`src/rtl/arm_pkg.sv`:
```
// Shared types for the ARM-style pipeline: execute/memory payload and NZCV flag layout.
package arm_pkg;

    localparam int unsigned DataW = 32;
    localparam int unsigned RegW  = 4;

    localparam int unsigned FlagN = 3;
    localparam int unsigned FlagZ = 2;
    localparam int unsigned FlagC = 1;
    localparam int unsigned FlagV = 0;

    typedef logic [3:0] nzcv_t;

    typedef struct packed {
        logic [DataW-1:0] alu_result;
        logic [DataW-1:0] val_rm;
        logic [RegW-1:0]  dest;
        logic             wb_en;
        logic             mem_r_en;
        logic             mem_w_en;
    } exe_mem_payload_t;

    function automatic nzcv_t pack_nzcv(input logic n, input logic z, input logic c,
                                        input logic v);
        nzcv_t f;
        f        = '0;
        f[FlagN] = n;
        f[FlagZ] = z;
        f[FlagC] = c;
        f[FlagV] = v;
        return f;
    endfunction

    // Data fields keep their last value; only the side-effecting control bits are dropped.
    function automatic exe_mem_payload_t clear_ctrl(input exe_mem_payload_t p);
        exe_mem_payload_t r;
        r          = p;
        r.wb_en    = 1'b0;
        r.mem_r_en = 1'b0;
        r.mem_w_en = 1'b0;
        return r;
    endfunction

endpackage

```
`src/rtl/status_register.sv`:
```
// Architectural NZCV flag register; also read by the decode-stage condition check.
module status_register
    import arm_pkg::*;
(
    input  logic        clk,
    input  logic        rst_n,
    input  logic        load_en_i,
    input  logic [3:0]  nzcv_i,
    output logic [3:0]  nzcv_o
);

    nzcv_t nzcv_q;
    nzcv_t nzcv_d;

    always_comb begin
        nzcv_d = nzcv_q;
        if (load_en_i) begin
            nzcv_d = nzcv_i;
        end
    end

    always_ff @(posedge clk or negedge rst_n) begin
        if (!rst_n) begin
            nzcv_q <= '0;
        end else begin
            nzcv_q <= nzcv_d;
        end
    end

    assign nzcv_o = nzcv_q;

endmodule

```
`src/rtl/exe_mem_stage.sv`:
```
// Execute-to-memory boundary: two-entry skid buffer with a registered in_ready, plus flag commit.
module exe_mem_stage
    import arm_pkg::*;
#(
    parameter int unsigned DATA_W = 32,
    parameter int unsigned REG_W  = 4
) (
    input  logic              clk,
    input  logic              rst_n,
    input  logic              in_valid,
    output logic              in_ready,
    input  logic              flush,
    input  logic [DATA_W-1:0] alu_result,
    input  logic              alu_n,
    input  logic              alu_z,
    input  logic              alu_c,
    input  logic              alu_v,
    input  logic              s_bit,
    input  logic [DATA_W-1:0] val_rm,
    input  logic [REG_W-1:0]  dest,
    input  logic              wb_en,
    input  logic              mem_r_en,
    input  logic              mem_w_en,
    output logic              out_valid,
    input  logic              out_ready,
    output logic [DATA_W-1:0] out_alu_result,
    output logic [DATA_W-1:0] out_val_rm,
    output logic [REG_W-1:0]  out_dest,
    output logic              out_wb_en,
    output logic              out_mem_r_en,
    output logic              out_mem_w_en,
    output logic [3:0]        status_nzcv,
    output logic [1:0]        occupancy
);

    exe_mem_payload_t main_q, main_d;
    exe_mem_payload_t skid_q, skid_d;
    exe_mem_payload_t in_payload;
    logic [1:0]       count_q, count_d;
    logic             in_ready_q;
    logic             accept;
    logic             dequeue;
    nzcv_t            alu_flags;

    assign out_valid = (count_q != 2'd0);
    assign accept    = in_valid & in_ready_q & ~flush;
    assign dequeue   = out_valid & out_ready;
    assign alu_flags = pack_nzcv(alu_n, alu_z, alu_c, alu_v);

    always_comb begin
        in_payload            = '0;
        in_payload.alu_result = alu_result;
        in_payload.val_rm     = val_rm;
        in_payload.dest       = dest;
        in_payload.wb_en      = wb_en;
        in_payload.mem_r_en   = mem_r_en;
        in_payload.mem_w_en   = mem_w_en;
    end

    // Head always holds the oldest entry; skid is only used while the head is stalled.
    always_comb begin
        main_d  = main_q;
        skid_d  = skid_q;
        count_d = count_q;
        case (count_q)
            2'd0: begin
                if (accept) begin
                    main_d  = in_payload;
                    count_d = 2'd1;
                end
            end
            2'd1: begin
                if (accept && !dequeue) begin
                    skid_d  = in_payload;
                    count_d = 2'd2;
                end else if (accept) begin
                    main_d  = in_payload;
                end else if (dequeue) begin
                    main_d  = clear_ctrl(main_q);
                    count_d = 2'd0;
                end
            end
            2'd2: begin
                if (dequeue) begin
                    main_d  = skid_q;
                    skid_d  = clear_ctrl(skid_q);
                    count_d = 2'd1;
                end
            end
            default: begin
                count_d = 2'd0;
            end
        endcase
    end

    always_ff @(posedge clk or negedge rst_n) begin
        if (!rst_n) begin
            main_q     <= '0;
            skid_q     <= '0;
            count_q    <= 2'd0;
            in_ready_q <= 1'b1;
        end else begin
            main_q     <= main_d;
            skid_q     <= skid_d;
            count_q    <= count_d;
            in_ready_q <= (count_d != 2'd2);
        end
    end

    status_register u_status (
        .clk       (clk),
        .rst_n     (rst_n),
        .load_en_i (accept & s_bit),
        .nzcv_i    (alu_flags),
        .nzcv_o    (status_nzcv)
    );

    assign in_ready       = in_ready_q;
    assign occupancy      = count_q;
    assign out_alu_result = main_q.alu_result;
    assign out_val_rm     = main_q.val_rm;
    assign out_dest       = main_q.dest;
    assign out_wb_en      = main_q.wb_en;
    assign out_mem_r_en   = main_q.mem_r_en;
    assign out_mem_w_en   = main_q.mem_w_en;

endmodule

```
`config.mk`:
```
export PLATFORM = sky130hd
export DESIGN_NAME = exe_mem_stage
export DESIGN_NICKNAME = d
export VERILOG_FILES = /design/src/rtl/arm_pkg.sv /design/src/rtl/status_register.sv /design/src/rtl/exe_mem_stage.sv
export SDC_FILE = /design/constraint.sdc
export NUM_CORES = 1
export LEC_CHECK = 0
export ABC_AREA = 1
export BUFFER_PORTS_ARGS = -buffer_cell sky130_fd_sc_hd__buf_4
export CAP_MARGIN = 10
export CORE_UTILIZATION = 49
export CTS_CLUSTER_DIAMETER = 80
export CTS_CLUSTER_SIZE = 16
export DETAILED_ROUTE_END_ITERATION = 10
export HOLD_SLACK_MARGIN = 0.15
export PLACE_DENSITY = 0.87
export SLEW_MARGIN = 20
export SYNTH_ARGS = -nofsm -noshare
export SYNTH_HDL_FRONTEND = slang
export SYNTH_SLANG_ARGS = --single-unit
```
`constraint.sdc`:
```
create_clock -name clk -period 1.84 [get_ports clk]
set_input_delay 0.276 -clock clk [delete_from_list [all_inputs] [get_ports clk]]
set_output_delay 0.276 -clock clk [all_outputs]
set_load 0.01 [all_outputs]
```
Yosys cells after proc, flatten, opt, wreduce, memory -nomap -nowiden
Index checks and enable logic that the tools add are counted.
- equality and inequality tests: 9
- mux-type cells: 14
- bitwise logic cells: 6
- reductions and logical operators: 10
- operator list (cell ; count):
    $mux W71 ; 5
    $pmux W71 S3 ; 1
    $pmux W71 S2 ; 1
    $ne A2 B2 Y1 const B ; 6
    $mux W2 ; 5
    $reduce_and A5 Y1 ; 2
    $pmux W2 S3 ; 1
    $reduce_and A3 Y1 ; 2
    $and A1 B1 Y1 ; 4
    $reduce_bool A2 Y1 ; 2
    $mux W3 ; 1
    $ne A3 B3 Y1 const B ; 1
    $reduce_bool A3 Y1 ; 1
    $eq A2 B1 Y1 const B ; 1
    $eq A2 B2 Y1 const B ; 1
    $logic_not A2 Y1 ; 1
    $not A1 Y1 ; 2
    $logic_and A1 B1 Y1 ; 1
    $logic_not A1 Y1 ; 1
- bits in registers: 149
- bits of input ports: 81
- output and inout port bits: 79
- word-level logic and storage cells: 54

Logic depth before layout (Yosys ltp)
- depth after elaboration: 7
- depth in mapped cells: 12
- mapped depth without buffers: 11

Hierarchy
Synthesis repeated with hierarchy kept, for this count alone.
- cell total of the unflattened synthesis: 919
- area total of the unflattened synthesis: 7034.2 um2
- by module, submodules not included (module ; instances ; cells each ; area an instance (um2) ; seq. area each (um2)):
    exe_mem_stage ; 1 ; 902 ; 6885.4 ; 3629.7
    status_register ; 1 ; 17 ; 148.9 ; 100.1

Worst setup path before layout
Ideal clock, no wire load.
- kind: flip-flop to flip-flop
- from: register count_q[0] (netlist: occupancy[0])
- to: register main_q (netlist bit out_alu_result[20])
- library setup time: 0.123 ns
- arrival: 1.747 ns
- required time: 1.717 ns
- path slack: -0.030 ns
- stages on the path, launching flop included: 11
- path buffers: 2
- period minus slack after synthesis: 1.870 ns
- cells stage by stage: dfrtp_1 > inv_1 > ha_1 > inv_2 > nand2_2 > nand2_1 > nand3_2 > buf_6 > buf_2 > o21ai_0 > nand2_1
- cells in the longest elaborated chain, start to end: 6
- elaborated cells between the ends (all ways): 14
- classes of those cells: eq/ne: 6; mux: 1; bitwise: 1; reduce/logical: 6
- RTL lines (what ; RTL line ; text):
    from (decl) ; exe_mem_stage.sv:39 ; logic [1:0] count_q, count_d;
    from (signal assigned) ; exe_mem_stage.sv:105 ; count_q <= count_d;
    $reduce_bool A2 Y1 (*) ; exe_mem_stage.sv:45 ; assign out_valid = (count_q != 2'd0);
    via out_valid ; exe_mem_stage.sv:24 ; output logic out_valid,
    $and A1 B1 Y1 (*) ; exe_mem_stage.sv:47 ; assign dequeue = out_valid & out_ready;
    $logic_not A1 Y1 ; exe_mem_stage.sv:73 ; if (accept && !dequeue) begin
    $logic_and A1 B1 Y1 ; exe_mem_stage.sv:73 ;
    $ne A2 B2 Y1 (no source line) ; n/a ;
    $reduce_and A5 Y1 (no source line) (*) ; n/a ;
    to (signal assigned) ; exe_mem_stage.sv:103 ; main_q <= main_d;
    to (decl) ; exe_mem_stage.sv:36 ; exe_mem_payload_t main_q, main_d;
The timed path passes the listed nets; every way through them passes the cells marked *.
A chain may end at the register's enable or synchronous reset.

Worst setup path in the final report
- from: register count_q[0] (netlist: occupancy[0])
- to: register main_q (netlist bit out_alu_result[4])
- cells in the longest elaborated chain, start to end: 6
- elaborated cells between the ends (all ways): 14
- classes of those cells: eq/ne: 6; mux: 1; bitwise: 1; reduce/logical: 6
- RTL lines (what ; RTL line):
    $reduce_bool A2 Y1 ; exe_mem_stage.sv:45
    $and A1 B1 Y1 ; exe_mem_stage.sv:47
    $logic_not A1 Y1 ; exe_mem_stage.sv:73
    $logic_and A1 B1 Y1 ; exe_mem_stage.sv:73
    $ne A2 B2 Y1 (no source line) ; n/a
    $reduce_and A5 Y1 (no source line) ; n/a
Parallel ways exist; a longest one is shown, timed or not.

==> impl_metrics.yaml <==
outcome:
  outcome: "complete, no violations"
route:
  vias: 7379
  avgViaCountPerCell: 5.50
  wl_per_cell_um: 16.4
  drt_first_iter_violations: 764
  drt-pass1-iter-count: 5
  detail-route-antenna-nets: 0
  remaining_drc_errors: 0
  routed_wl_mm: 22.0
worst_setup_path:
  cp-end-kind: "flip-flop"
  critPathMaxStageDelay_ns: 0.45
  critPathLaunchType: "flip-flop"
  crit_type: "flip-flop to flip-flop"
  crit_fanout: 68
  arrival_ns: 2.11
  cp_num_buf_inv: 3
  cpLargestDelayFamily: "buffers and inverters"
  cp_slowest_cell: "dfrtp_2"
  crit_required_ns: 2.19
  path_cells: "inv_2 > ha_4 > inv_4 > nand2_4 > nand2_2 > o21ai_4 > buf_12 > o21ai_0 > nand2_1"
cells_and_area:
  fin_util_pct: 72.0
  area_growth_pct: 42.3
  drive_above_1_share_pct: 20.6
  finalNetCount: 1233
  fillers: 971
placed_design:
  port_buffers: 159
  gp_congestion: 0.912
  dp_hpwl_mm: 11.9
cts:
  clk_pin_slew_ns: 0.06
  cts_buffers: 17
  h-tree-depth: 4
  cts_tree: "yes"
  cts_sinks: 149
  clockRootBuffer: "clkbuf_16"
  cts_buffer_depth: 2
  clkLatencyLatePin_ns: 0.42
pwr:
  design_power_total_uw: 18300
  leakage_uw: 0.00536
  ir_worst_vdd_v: 0.00148
  power_density_nw_per_um2: 1810
  p_clk_share_pct: 17.2
  comb_power_share_pct: 52.8
  intPower_uw: 10400
  p_seq_share_pct: 30.0
  p_sw_share_pct: 43.3
  power.switching_uw: 7910
floorplan:
  fp.dieH_um: 122
  fp.coreArea_um2: 14000
  num_rows: 43
  boundaryPins: 160
  dieArea_um2: 14900
  fp.dieW_um: 122
  start_util_pct: 50.6
timing:
  fin_crit_ns: 1.75
  grt_setup_unrepaired: "no"
  tightest_slew_ns: 0.549
  timing.final.crit_share_pct: 95.3
  skew_ns: 0.00600
  setup_viol: 0
  final_hold_viol_count: 0
  slew_headroom_pct: 63.4
  slew_violations: 0
  finalHoldWorstSlack_ns: 0.218
  max_freq_mhz: 570
  setup_tns_ns: 0
global_routing:
  antenna_found_initial: 1
  grtUsageTotal_pct: 29.5
  grt_overflow: 0
  grt_pass1_wl_mm: 34.3
  grt_max_degree: 69
  grt_pass1_vias: 7128
min_path:
  hold_class: "input port to flip-flop"
logic_synthesis:
  ys_seq_area_share_pct: 52.7
  syn_area_per_cell_um2: 7.69
  synth_top_area_share_pct: 52.3
  netlist_area_um2: 7080
  synth.ff_latch_count: 149
  yosysTopAreaCell: "dfrtp_1"
  syn_nets: 1007
  yosys_warnings: 0
  synth_area_leaders: "dfrtp_1 (52%), nand2_1 (24%), o21ai_0 (9.0%), nand3_1 (5.4%), clkbuf_1 (1.8%)"
  synth.distinct_cells: 22
  syn_inst: 921
flow_run:
  cap_violations: 0
## worst reg2reg max path: stages (launching register included)
cell and delay, ns:
dfrtp_2 0.45, inv_2 0.13, ha_4 0.17, inv_4 0.05, nand2_4 0.09, nand2_2 0.09, o21ai_4 0.10, buf_12 0.29
o21ai_0 0.20, nand2_1 0.12
## worst paths after layout
path                              start                  to  slack (ns)  cells after the start
max                        occupancy[0]   out_alu_result[4]        0.09                      9
max in group asynchronous         rst_n          skid_q[64]        0.88                      3
min reg2reg                   skid_q[1]           skid_q[1]        0.47                      2
min in group asynchronous         rst_n          skid_q[70]        0.32                      2
min                               s_bit  u_status.nzcv_o[0]        0.22                      4
max reg2reg                occupancy[0]   out_alu_result[4]        0.09                      9
## stage by stage
step,area [um2],std cells,setup WS (ns)
floorplan,7080,921,0.0377
global placement,8490,1219,0.0852
detailed placement,8490,1219,0.00985
CTS,9910,1335,0.000382
global route,10100,1341,0.00119
finish,10100,1342,0.0856
## repair_timing
item | in CTS | in global routing
buffers inserted | 2 | 1
hold endpoints to repair | 202 | 0
gates cloned | 2 | 4
pin swaps | 1 | 2
hold buffers | 80 | 0
setup endpoints to repair | 7 | 65
resized for setup | 4 | 22
## flip-flops by register name, summed over array words and instances (netlist names)
name             cells
skid_q              71
occupancy            2
out_val_rm          32
out_mem_w_en         1
out_alu_result      32
u_status.nzcv_o      4
out_wb_en            1
in_ready             1
out_mem_r_en         1
out_dest             4
## area by class of cell
class	instances	area, um2	area share [%]
Sequential cell	149	3730	37.0
Timing Repair Buffer	270	2480	24.6
Multi-Input combinational cell	697	3060	30.4
Tap cell	180	225	2.24
Inverter	12	47.5	0.472
Clock buffer	28	507	5.03
Antenna cell	2	5.00	0.0497
Clock inverter	4	22.5	0.224
## placed cells by master (no fill, tap or decap), types with 3 or more instances in the layout
master / instances
clkbuf_1: 7
dfrtp_1: 147
buf_12: 10
clkbuf_8: 4
ha_4: 3
nand3_1: 75
clkbuf_16: 21
nand2_1: 458
inv_2: 6
buf_6: 4
nand2_2: 4
clkinv_2: 3
buf_4: 170
nor2_1: 7
o21ai_1: 17
dlygate4sd3_1: 80
inv_1: 5
o21ai_0: 120
## cells in the mapped netlist
cell / count
buf_1: 3
o21ai_4: 1
nor2_8: 1
nor2_1: 7
nand2_2: 4
o21ai_0: 127
dfrtp_1: 148
and2_1: 1
nand3_2: 1
inv_2: 4
inv_1: 8
nand4_1: 2
nand2_1: 460
clkbuf_1: 33
buf_6: 5
buf_2: 19
o21ai_1: 10
dfstp_2: 1
nor2_4: 2
buf_4: 3
nand3_1: 76
ha_1: 5
## logic make-up after synthesis
| family | after synthesis | synth area share (%) |
|---|---|---|
| AO/OA/AOI/OAI | 138 | 9.92 |
| adder cells (fa/ha/maj) | 5 | 0.884 |
| buffers and inverters | 75 | 5.00 |
| flip-flops | 149 | 52.7 |
| AND/OR/NAND/NOR | 554 | 31.5 |
## power groups by stage
stage               Combinational [uW]  Sequential, uW  Clock (uW)
floorplan                         4860            5660           0
global placement                  7890            5420           0
detailed placement                8080            5490           0
CTS                               8810            5440        3150
global route                     10600            5630        3320
finish                            9640            5490        3140
## per-layer routing
| metal | track usage, % | vias up | share of wire [%] |
|---|---|---|---|
| met4 | 14.6 | 0 | 3.6 |
| met2 | 48.2 | 415 | 50 |
| li1 | - | 3400 | - |
| met1 | 37.4 | 3488 | 39 |
| met3 | 5.66 | 76 | 7.7 |
| met5 | 0 | - | 0 |
Note: power is estimated with default switching activity, not from simulation.
